**src/rtl/ws2812_rx_decoder.sv**
```systemverilog
// WS2812b NRZ receiver: measures high-pulse widths, rebuilds 24-bit GRB pixels, and detects the latch gap.
// Optional line forwarding is enabled by defining WS2812_FWD_EN.
module ws2812_rx_decoder #(
    parameter int T_THRESH   = 60,
    parameter int T_MIN_HIGH = 10,
    parameter int T_MAX_HIGH = 150,
    parameter int T_RESET    = 5000,
    parameter int IDX_W      = 8
) (
    input  logic             i_clk,
    input  logic             i_rst_n,
    input  logic             i_din,
    output logic [23:0]      o_pixel,
    output logic             o_pixel_valid,
    output logic [IDX_W-1:0] o_pixel_idx,
    output logic             o_frame_end,
    output logic             o_err,
    output logic             o_dout
);

    localparam int CNT_W = $clog2(T_RESET + 1);
    localparam logic [CNT_W-1:0] L_ONE      = CNT_W'(1);
    localparam logic [CNT_W-1:0] L_THRESH   = CNT_W'(T_THRESH);
    localparam logic [CNT_W-1:0] L_MIN_HIGH = CNT_W'(T_MIN_HIGH);
    localparam logic [CNT_W-1:0] L_MAX_M1   = CNT_W'(T_MAX_HIGH - 1);
    localparam logic [CNT_W-1:0] L_RESET_M1 = CNT_W'(T_RESET - 1);

    typedef enum logic [1:0] {
        S_SYNC  = 2'd0,
        S_READY = 2'd1,
        S_HIGH  = 2'd2,
        S_LOW   = 2'd3
    } state_t;

    logic             r_sync1, r_sync2, r_prev, r_rise, r_fall;
    state_t           r_state;
    logic [CNT_W-1:0] r_cnt;
    logic [4:0]       r_bit_cnt;
    logic [22:0]      r_shift;
    logic [IDX_W-1:0] r_idx;

    // Both edge strobes are registered so rising and falling edges share the same latency.
    always_ff @(posedge i_clk or negedge i_rst_n) begin
        if (!i_rst_n) begin
            r_sync1 <= 1'b0;
            r_sync2 <= 1'b0;
            r_prev  <= 1'b0;
            r_rise  <= 1'b0;
            r_fall  <= 1'b0;
        end else begin
            r_sync1 <= i_din;
            r_sync2 <= r_sync1;
            r_prev  <= r_sync2;
            r_rise  <= r_sync2 & ~r_prev;
            r_fall  <= ~r_sync2 & r_prev;
        end
    end

    logic        w_bit;
    logic [23:0] w_shift;
    logic        w_high_err;

    assign w_bit      = (r_cnt >= L_THRESH);
    assign w_shift    = {r_shift, w_bit};
    assign w_high_err = r_fall ? (r_cnt < L_MIN_HIGH) : (r_cnt >= L_MAX_M1);

`ifdef WS2812_FWD_EN
    logic r_fwd_gate;
    assign o_dout = r_sync2 & r_fwd_gate;
`else
    assign o_dout = 1'b0;
`endif

    always_ff @(posedge i_clk or negedge i_rst_n) begin
        if (!i_rst_n) begin
            r_state       <= S_SYNC;
            r_cnt         <= '0;
            r_bit_cnt     <= '0;
            r_shift       <= '0;
            r_idx         <= '0;
            o_pixel       <= '0;
            o_pixel_valid <= 1'b0;
            o_pixel_idx   <= '0;
            o_frame_end   <= 1'b0;
            o_err         <= 1'b0;
`ifdef WS2812_FWD_EN
            r_fwd_gate    <= 1'b0;
`endif
        end else begin
            // NOTE: strobes default low here so each event pulses for exactly one cycle.
            o_pixel_valid <= 1'b0;
            o_frame_end   <= 1'b0;
            o_err         <= 1'b0;
            case (r_state)
                S_SYNC: begin
                    if (r_prev) begin
                        r_cnt <= '0;
                    end else if (r_cnt >= L_RESET_M1) begin
                        r_state   <= S_READY;
                        r_cnt     <= '0;
                        r_bit_cnt <= '0;
                        r_idx     <= '0;
                    end else begin
                        r_cnt <= r_cnt + L_ONE;
                    end
                end
                S_READY: begin
                    if (r_rise) begin
                        r_state <= S_HIGH;
                        r_cnt   <= L_ONE;
                    end
                end
                S_HIGH: begin
                    if (w_high_err) begin
                        o_err     <= 1'b1;
                        r_state   <= S_SYNC;
                        r_cnt     <= '0;
                        r_bit_cnt <= '0;
`ifdef WS2812_FWD_EN
                        r_fwd_gate <= 1'b0;
`endif
                    end else if (r_fall) begin
                        r_state <= S_LOW;
                        r_cnt   <= L_ONE;
                        if (r_bit_cnt == 5'd23) begin
                            o_pixel       <= w_shift;
                            o_pixel_valid <= 1'b1;
                            o_pixel_idx   <= r_idx;
                            r_bit_cnt     <= '0;
                            if (r_idx != '1) r_idx <= r_idx + IDX_W'(1);
`ifdef WS2812_FWD_EN
                            if (r_idx == '0) r_fwd_gate <= 1'b1;
`endif
                        end else begin
                            r_shift   <= w_shift[22:0];
                            r_bit_cnt <= r_bit_cnt + 5'd1;
                        end
                    end else begin
                        r_cnt <= r_cnt + L_ONE;
                    end
                end
                S_LOW: begin
                    if (r_rise) begin
                        r_state <= S_HIGH;
                        r_cnt   <= L_ONE;
                    end else if (r_cnt >= L_RESET_M1) begin
                        // LOW is only reachable after a decoded bit, so a frame has always started here.
                        o_frame_end <= 1'b1;
                        o_err       <= (r_bit_cnt != 5'd0);
                        r_state     <= S_READY;
                        r_cnt       <= '0;
                        r_bit_cnt   <= '0;
                        r_idx       <= '0;
`ifdef WS2812_FWD_EN
                        r_fwd_gate  <= 1'b0;
`endif
                    end else begin
                        r_cnt <= r_cnt + L_ONE;
                    end
                end
                default: r_state <= S_SYNC;
            endcase
        end
    end

endmodule

```
**config.mk**
```make
export PLATFORM = sky130hd
export DESIGN_NAME = ws2812_rx_decoder
export DESIGN_NICKNAME = d
export VERILOG_FILES = /design/src/rtl/ws2812_rx_decoder.sv
export SDC_FILE = /design/constraint.sdc
export NUM_CORES = 1
export LEC_CHECK = 0
export BUFFER_PORTS_ARGS = -buffer_cell sky130_fd_sc_hd__buf_2
export CAP_MARGIN = 10
export CORE_ASPECT_RATIO = 1.75
export CORE_MARGIN = 2
export CORE_UTILIZATION = 58
export DETAILED_ROUTE_END_ITERATION = 10
export PLACE_DENSITY_LB_ADDON = 0.15
export SYNTH_ARGS = -nofsm -noshare
export SYNTH_HDL_FRONTEND = slang
export SYNTH_SLANG_ARGS = --single-unit
```
**constraint.sdc**
```tcl
create_clock -name i_clk -period 2.8 [get_ports i_clk]
set_input_delay 0.56 -clock i_clk [delete_from_list [all_inputs] [get_ports i_clk]]
set_output_delay 0.56 -clock i_clk [all_outputs]
set_load 0.02 [all_outputs]
```
==> results of run 1 <==
## cell type report
class                           instances  share of cell area, %
Tap cell                               84                   2.32
Clock inverter                          3                  0.496
Clock buffer                           12                   5.65
Sequential cell                        91                   50.2
Timing Repair Buffer                   42                   5.24
Multi-Input combinational cell        217                   35.1
Inverter                               12                  0.993
## registers in the layout, indices dropped and copies added (netlist names)
name	count
o_err	1
o_frame_end	1
o_pixel	24
o_pixel_idx	8
o_pixel_valid	1
r_bit_cnt	5
r_cnt	13
r_fall	1
r_idx	8
r_prev	1
r_rise	1
r_shift	23
r_state	2
r_sync1	1
r_sync2	1
## how the worst min path moves through the flow
stage | slack [ns] | end | start
floorplan | 0.26 | o_err | i_rst_n
global placement | 0.33 | r_sync2 | r_sync1
global route | 0.31 | o_pixel[7] | i_rst_n
CTS | 0.26 | o_pixel_idx[5] | i_rst_n
finish | 0.26 | o_pixel[3] | i_rst_n
detailed placement | 0.34 | r_sync2 | r_sync1
## power by group through the flow
| stage | Clock [µW] | Combinational (µW) | Sequential, µW |
|---|---|---|---|
| 6_report | 1120 | 58.6 | 1330 |
| 3_5_place_dp | 0 | 60.7 | 1360 |
| 3_3_place_gp | 0 | 60.2 | 1360 |
| 5_1_grt | 1210 | 67.6 | 1330 |
| 2_1_floorplan | 0 | 26.9 | 1350 |
| 4_1_cts | 1150 | 60.7 | 1330 |
## through the flow
stage | power, µW | cell area [µm²]
2_1_floorplan | 1380 | 3990
3_3_place_gp | 1420 | 4260
3_5_place_dp | 1420 | 4260
4_1_cts | 2550 | 4540
5_1_grt | 2610 | 4540
6_report | 2510 | 4540
## cell usage in the layout, fill, tap and decap left out, types with 2 or more instances in the layout
master      n
nand2b_1    2
o31ai_1     5
or2_1       2
o22ai_1     3
nor2_1     21
buf_4       5
o21ai_0    14
and3_1      5
nor4b_1     2
a21o_1      2
or3_1       3
nand3_1     7
nand2_1    27
xor2_1      7
o211ai_1    3
nor2b_1     2
ha_1        6
inv_1      12
clkbuf_16   9
nand4b_1    2
or4_1       5
dfrtp_1    91
buf_2      36
clkbuf_8    2
a21oi_1    17
xnor2_1     4
mux2_2     53
nand4_1     5
## worst reg2reg max path, stage by stage, from the launching register on
cell and delay, ns:
dfrtp_1 0.42, inv_1 0.10, ha_1 0.18, and4b_1 0.18
o31ai_1 0.35, nand4_2 0.20, a31o_1 0.40, or4_1 0.45
a21oi_1 0.16
## cells by family (layout without fill, tap and decap cells)
family                   Yosys count  in the layout  synth area share [%]
AO/OA/AOI/OAI                     56             56                  8.93
XOR/XNOR                          11             11                  2.41
adder cells (fa/ha/maj)            6              6                  1.88
buffers and inverters             26             69                  3.04
flip-flops                        91             91                  57.0
multiplexers                      53             53                  14.9
other                              1              1                0.0939
AND/OR/NAND/NOR                   90             90                  11.7
## synth_stat cells (2+ instances only)
library cell  instances
nand3_1               7
nor4b_1               2
buf_2                 7
nand2b_1              2
a21oi_1              17
inv_1                12
nor2_1               21
or4_1                 5
o211ai_1              3
buf_4                 2
o31ai_1               5
xnor2_1               4
dfrtp_1              91
mux2_2               53
xor2_1                7
and3_1                5
or3_1                 3
a21o_1                2
ha_1                  6
nand4_1               5
nand4b_1              2
clkbuf_1              4
nand2_1              27
o22ai_1               3
or2_1                 2
nor2b_1               2
o21ai_0              14
## metal layers
layer  global-route usage [%]  routed length, µm
met1                     24.7               3010
met4                     13.1                293
met2                     35.9               3860
met5                        0                  0
met3                     6.21                256
==> out/metrics.cfg, run 1 <==
[yosys]
synth_top_area_share_pct = 57.0
synth_edf_count = 0
syn_inst = 334
synthArstFlopShare_pct = 100
seq_area_frac_synth_pct = 57.0
synth_seq_cells = 91
synthesis.area_um2 = 3990
synth_area_leaders = dfrtp_1, mux2_2, nand2_1, a21oi_1, nor2_1
yosys.area.top_type = dfrtp_1
ys_warn_count = 0
syn_area_per_cell_um2 = 12.0
synth_cell_types = 48
synth_nets = 343
synth_ff_type = dfrtp_1

[route]
vias = 2625
viasPerCell = 5.69
dr.pass1.iters = 4
drcViolationCount = 0
postRouteAntennaNets = 0
wirelength_um = 7420
post_drt_wl_per_cell_um = 16.1
drt_iter0_markers = 193

[placed_design]
place_hpwl_um = 5220
dp_slack_ns = 0.305
io_buffers = 37
placedCellCount = 446
gp_congestion = 0.897

[worst_setup_path]
crit_buf_inv = 1
r2r_slack_ns = 0.28
start_kind = flop
path_depth = 8
arrival_ns = 2.78
cp_data_required_time_ns = 3.06
startpoint = r_cnt[1]
reg2reg_to = r_idx[5]
path_delay_family = compound AO/OA/AOI/OAI gates
r2r_start = r_cnt[1]
crit_path_cell_trace = inv_1 > ha_1 > and4b_1 > o31ai_1 > nand4_2 > a31o_1 > or4_1 > a21oi_1
crit_path_max_fanout = 13
crit_path_end = r_idx[5]
cp_slowest_stage_delay_ns = 0.45
rr_worst_depth = 8
slowest_stage = or4_1
path_class = flop to flop
endpoint_kind = flop

[timing]
hold_viol = 0
finalClockSkew_ns = 0.00726
maxSlewHeadroom_pct = 42.7
worst_pin_slew_ns = 0.854
setup_viol = 0
timing.setup.tns_ns = 0
timing.final.ws_setup_ns = 0.278
min_period_ns = 2.52
fmax_mhz = 397
holdWs_ns = 0.260
drv_slew = 0
fin_crit_sh_pct = 90.1
rsz0062_at_grt = no

[clocking]
cts_tree = done
cts_buffers = 9
cts_max_path_buffers = 2
ctsHoldBuffers = 0
htreeDepth = 3
cts_setup_buffers = 0
ctsResizeCount = 0
cts.sink_count = 91
cts_root_buf = clkbuf_16
clock_latency_ns = 0.34
path_clk_slew_ns = 0.06

[pwr]
powerDensity_nw_per_um2 = 554
netSwitchingFraction_pct = 21.0
power_frac_seq_pct = 53.1
power_switching_uw = 528
p_leak_uw = 0.00232
pwr-share-comb_pct = 2.3
intPower_uw = 1990
irDropWorstVdd_mv = 0.441
clkPwrFrac_pct = 44.6

[die]
initial_utilization_pct = 59.1
dieArea_um2 = 7590
fp.dieH_um = 114
coreArea_um2 = 6760
ios = 39
die_w_um = 66.7
num_rows = 40

[cells_and_area]
multiInputGateArea_um2 = 1590
areaGrowthSynthToFinish_pct = 13.7
layout-drive-gt1-share_pct = 30.5
utilization_pct = 67.2
fin_nets = 382
fillers = 527
antennaDiodeCount = 0
fin_cells = 461
area.sequential_um2 = 2280

[global_route]
grt_pass1_vias = 2585
track_usage_pct = 21.9
antenna_found_initial = 0
grt_max_degree = 51
grt_pass1_wl_um = 12200
overflow = 0

[job]
cap_viol_max_count = 0

[worst_hold_path]
hold_class = input pin to async pin

[status]
status = completed

No activity file was read; power rests on OpenSTA's default activity.
==> run 2, diff against run 1 <==
--- a/config.mk
+++ b/config.mk
@@ -7,9 +7,11 @@
 export LEC_CHECK = 0
 export BUFFER_PORTS_ARGS = -buffer_cell sky130_fd_sc_hd__buf_2
 export CAP_MARGIN = 10
+export CELL_PAD_IN_SITES_DETAIL_PLACEMENT = 1
+export CELL_PAD_IN_SITES_GLOBAL_PLACEMENT = 2
 export CORE_ASPECT_RATIO = 1.75
 export CORE_MARGIN = 2
-export CORE_UTILIZATION = 58
+export CORE_UTILIZATION = 40
 export DETAILED_ROUTE_END_ITERATION = 10
 export PLACE_DENSITY_LB_ADDON = 0.15
 export SYNTH_ARGS = -nofsm -noshare
==> run 2 against run 1 <==
Against the previous run:
- hold slack got worse by 0.023 ns
- power grew 2.1%
- wire length grew 16%
- design area increased by 1.8%
- sequential cell count is the same
- final cell count rose by 9.5%
- largest cell class unchanged
- largest power group unchanged
- highest routed layer unchanged
==> out/metrics.cfg, run 2 (synthesized netlist as in run 1, its figures left out) <==
[clocking]
ctsResizeCount = 0
cts_max_path_buffers = 2
cts.sink_count = 91
clock_latency_ns = 0.34
cts_tree = done
path_clk_slew_ns = 0.07
htreeDepth = 3
ctsHoldBuffers = 0
cts_setup_buffers = 0
cts_buffers = 9
cts_root_buf = clkbuf_16

[timing]
finalClockSkew_ns = 0.00591
hold_viol = 0
timing.setup.tns_ns = 0
drv_slew = 0
fin_crit_sh_pct = 91.3
holdWs_ns = 0.237
fmax_mhz = 391
rsz0062_at_grt = no
worst_pin_slew_ns = 0.916
min_period_ns = 2.56
maxSlewHeadroom_pct = 38.6
setup_viol = 0

[die]
num_rows = 48
initial_utilization_pct = 40.8
ios = 39
dieArea_um2 = 10800
fp.dieH_um = 136
coreArea_um2 = 9790
die_w_um = 79.5

[cells_and_area]
areaGrowthSynthToFinish_pct = 15.7
antennaDiodeCount = 0
fin_nets = 384
layout-drive-gt1-share_pct = 31.3
largest_reg_flops = 24
layout_commonest_cell = dfrtp_1
final_area_um2 = 4620
top_regs = o_pixel: 24 flops, r_shift: 23 flops, r_cnt: 13 flops
largest_register = o_pixel
final_cell_mix = dfrtp_1, mux2_2, buf_2, nand2_1, nor2_1

[status]
status = completed

[placed_design]
dpl_cell_area_um2 = 4330
io_buffers = 37
gp_congestion = 0.903
place_hpwl_um = 6280

[worst_setup_path]
endpoint_kind = flop
r2r_start = r_cnt[1]
rr_worst_depth = 8
startpoint = r_cnt[1]
arrival_ns = 2.81
cp_data_required_time_ns = 3.05
crit_path_max_fanout = 13
slowest_stage = or4_1
cp_slowest_stage_delay_ns = 0.44
r2r_slack_ns = 0.24
crit_path_cell_trace = inv_1 > ha_1 > and4b_1 > o31ai_1 > nand4_2 > a31o_1 > or4_1 > a21oi_1
start_kind = flop
reg2reg_to = r_idx[7]
path_class = flop to flop

[pwr]
irDropWorstVdd_mv = 0.369
p_leak_uw = 0.00233
powerDensity_nw_per_um2 = 556

[global_route]
track_usage_pct = 17.1
antenna_found_initial = 0
overflow = 0
grt_pass1_vias = 2796
grt_max_degree = 48
grt_pass1_wl_um = 14100

[route]
drcViolationCount = 0
vias = 2679
dr.pass1.iters = 4
wirelength_um = 8600
postRouteAntennaNets = 0
drt_iter0_markers = 82
post_drt_wl_per_cell_um = 17.0
viasPerCell = 5.30

[worst_hold_path]
hold_class = input pin to async pin

[job]
cap_viol_max_count = 0

## run 2: area by class of cell
type                            count  area, µm²
Inverter                           12       45.0
Clock buffer                        9        225
Tap cell                          125        156
Sequential cell                    91       2280
Clock inverter                      7       70.1
Multi-Input combinational cell    217       1590
Timing Repair Buffer               44        253
Fill cell                        1084       5170
## run 2: stage by stage
step	utilization, %	cells	power, µW	worst slack, ns
after floorplan	-	334	1380	0.573
after global placement	44.2	489	1420	0.349
after detailed placement	44.2	489	1420	0.285
after CTS	47.2	505	2610	0.218
after global routing	47.2	505	2670	0.0194
final	47.2	505	2570	0.243
## run 2: worst max-delay path by stage
stage | to | slack [ns] | cells past startpoint
finish | r_idx[7] | 0.24 | 8
global route | r_idx[7] | 0.02 | 8
CTS | r_idx[7] | 0.22 | 8
detailed placement | r_idx[7] | 0.29 | 8
global placement | r_idx[7] | 0.35 | 6
floorplan | r_idx[4] | 0.57 | 9
## run 2: metal layers
metal	GRT usage, %	vias to the layer above	part of all wire, %
li1	-	1262	-
met3	3.59	18	2.5
met4	8.05	0	3.0
met1	18.6	1358	39
met2	31.1	41	56
met5	0	-	0
## run 2: report_power, final
group / switching, µW / internal, µW / leakage, µW / total, µW
registers: 10.5 / 1320 / 0.00126 / 1330
logic: 45.0 / 16.7 / 0.000931 / 61.6
clock network: 549 / 625 / 0.000141 / 1170
total: 605 / 1960 / 0.00233 / 2570
## run 2: worst max-delay path, delay by kind of cell, from the launching register on
| family | cells | cell delay [ns] |
|---|---|---|
| AND/OR/NAND/NOR | 3 | 0.82 |
| flip-flops | 1 | 0.43 |
| adder cells (fa/ha/maj) | 1 | 0.20 |
| buffers and inverters | 1 | 0.10 |
| AO/OA/AOI/OAI | 3 | 0.92 |
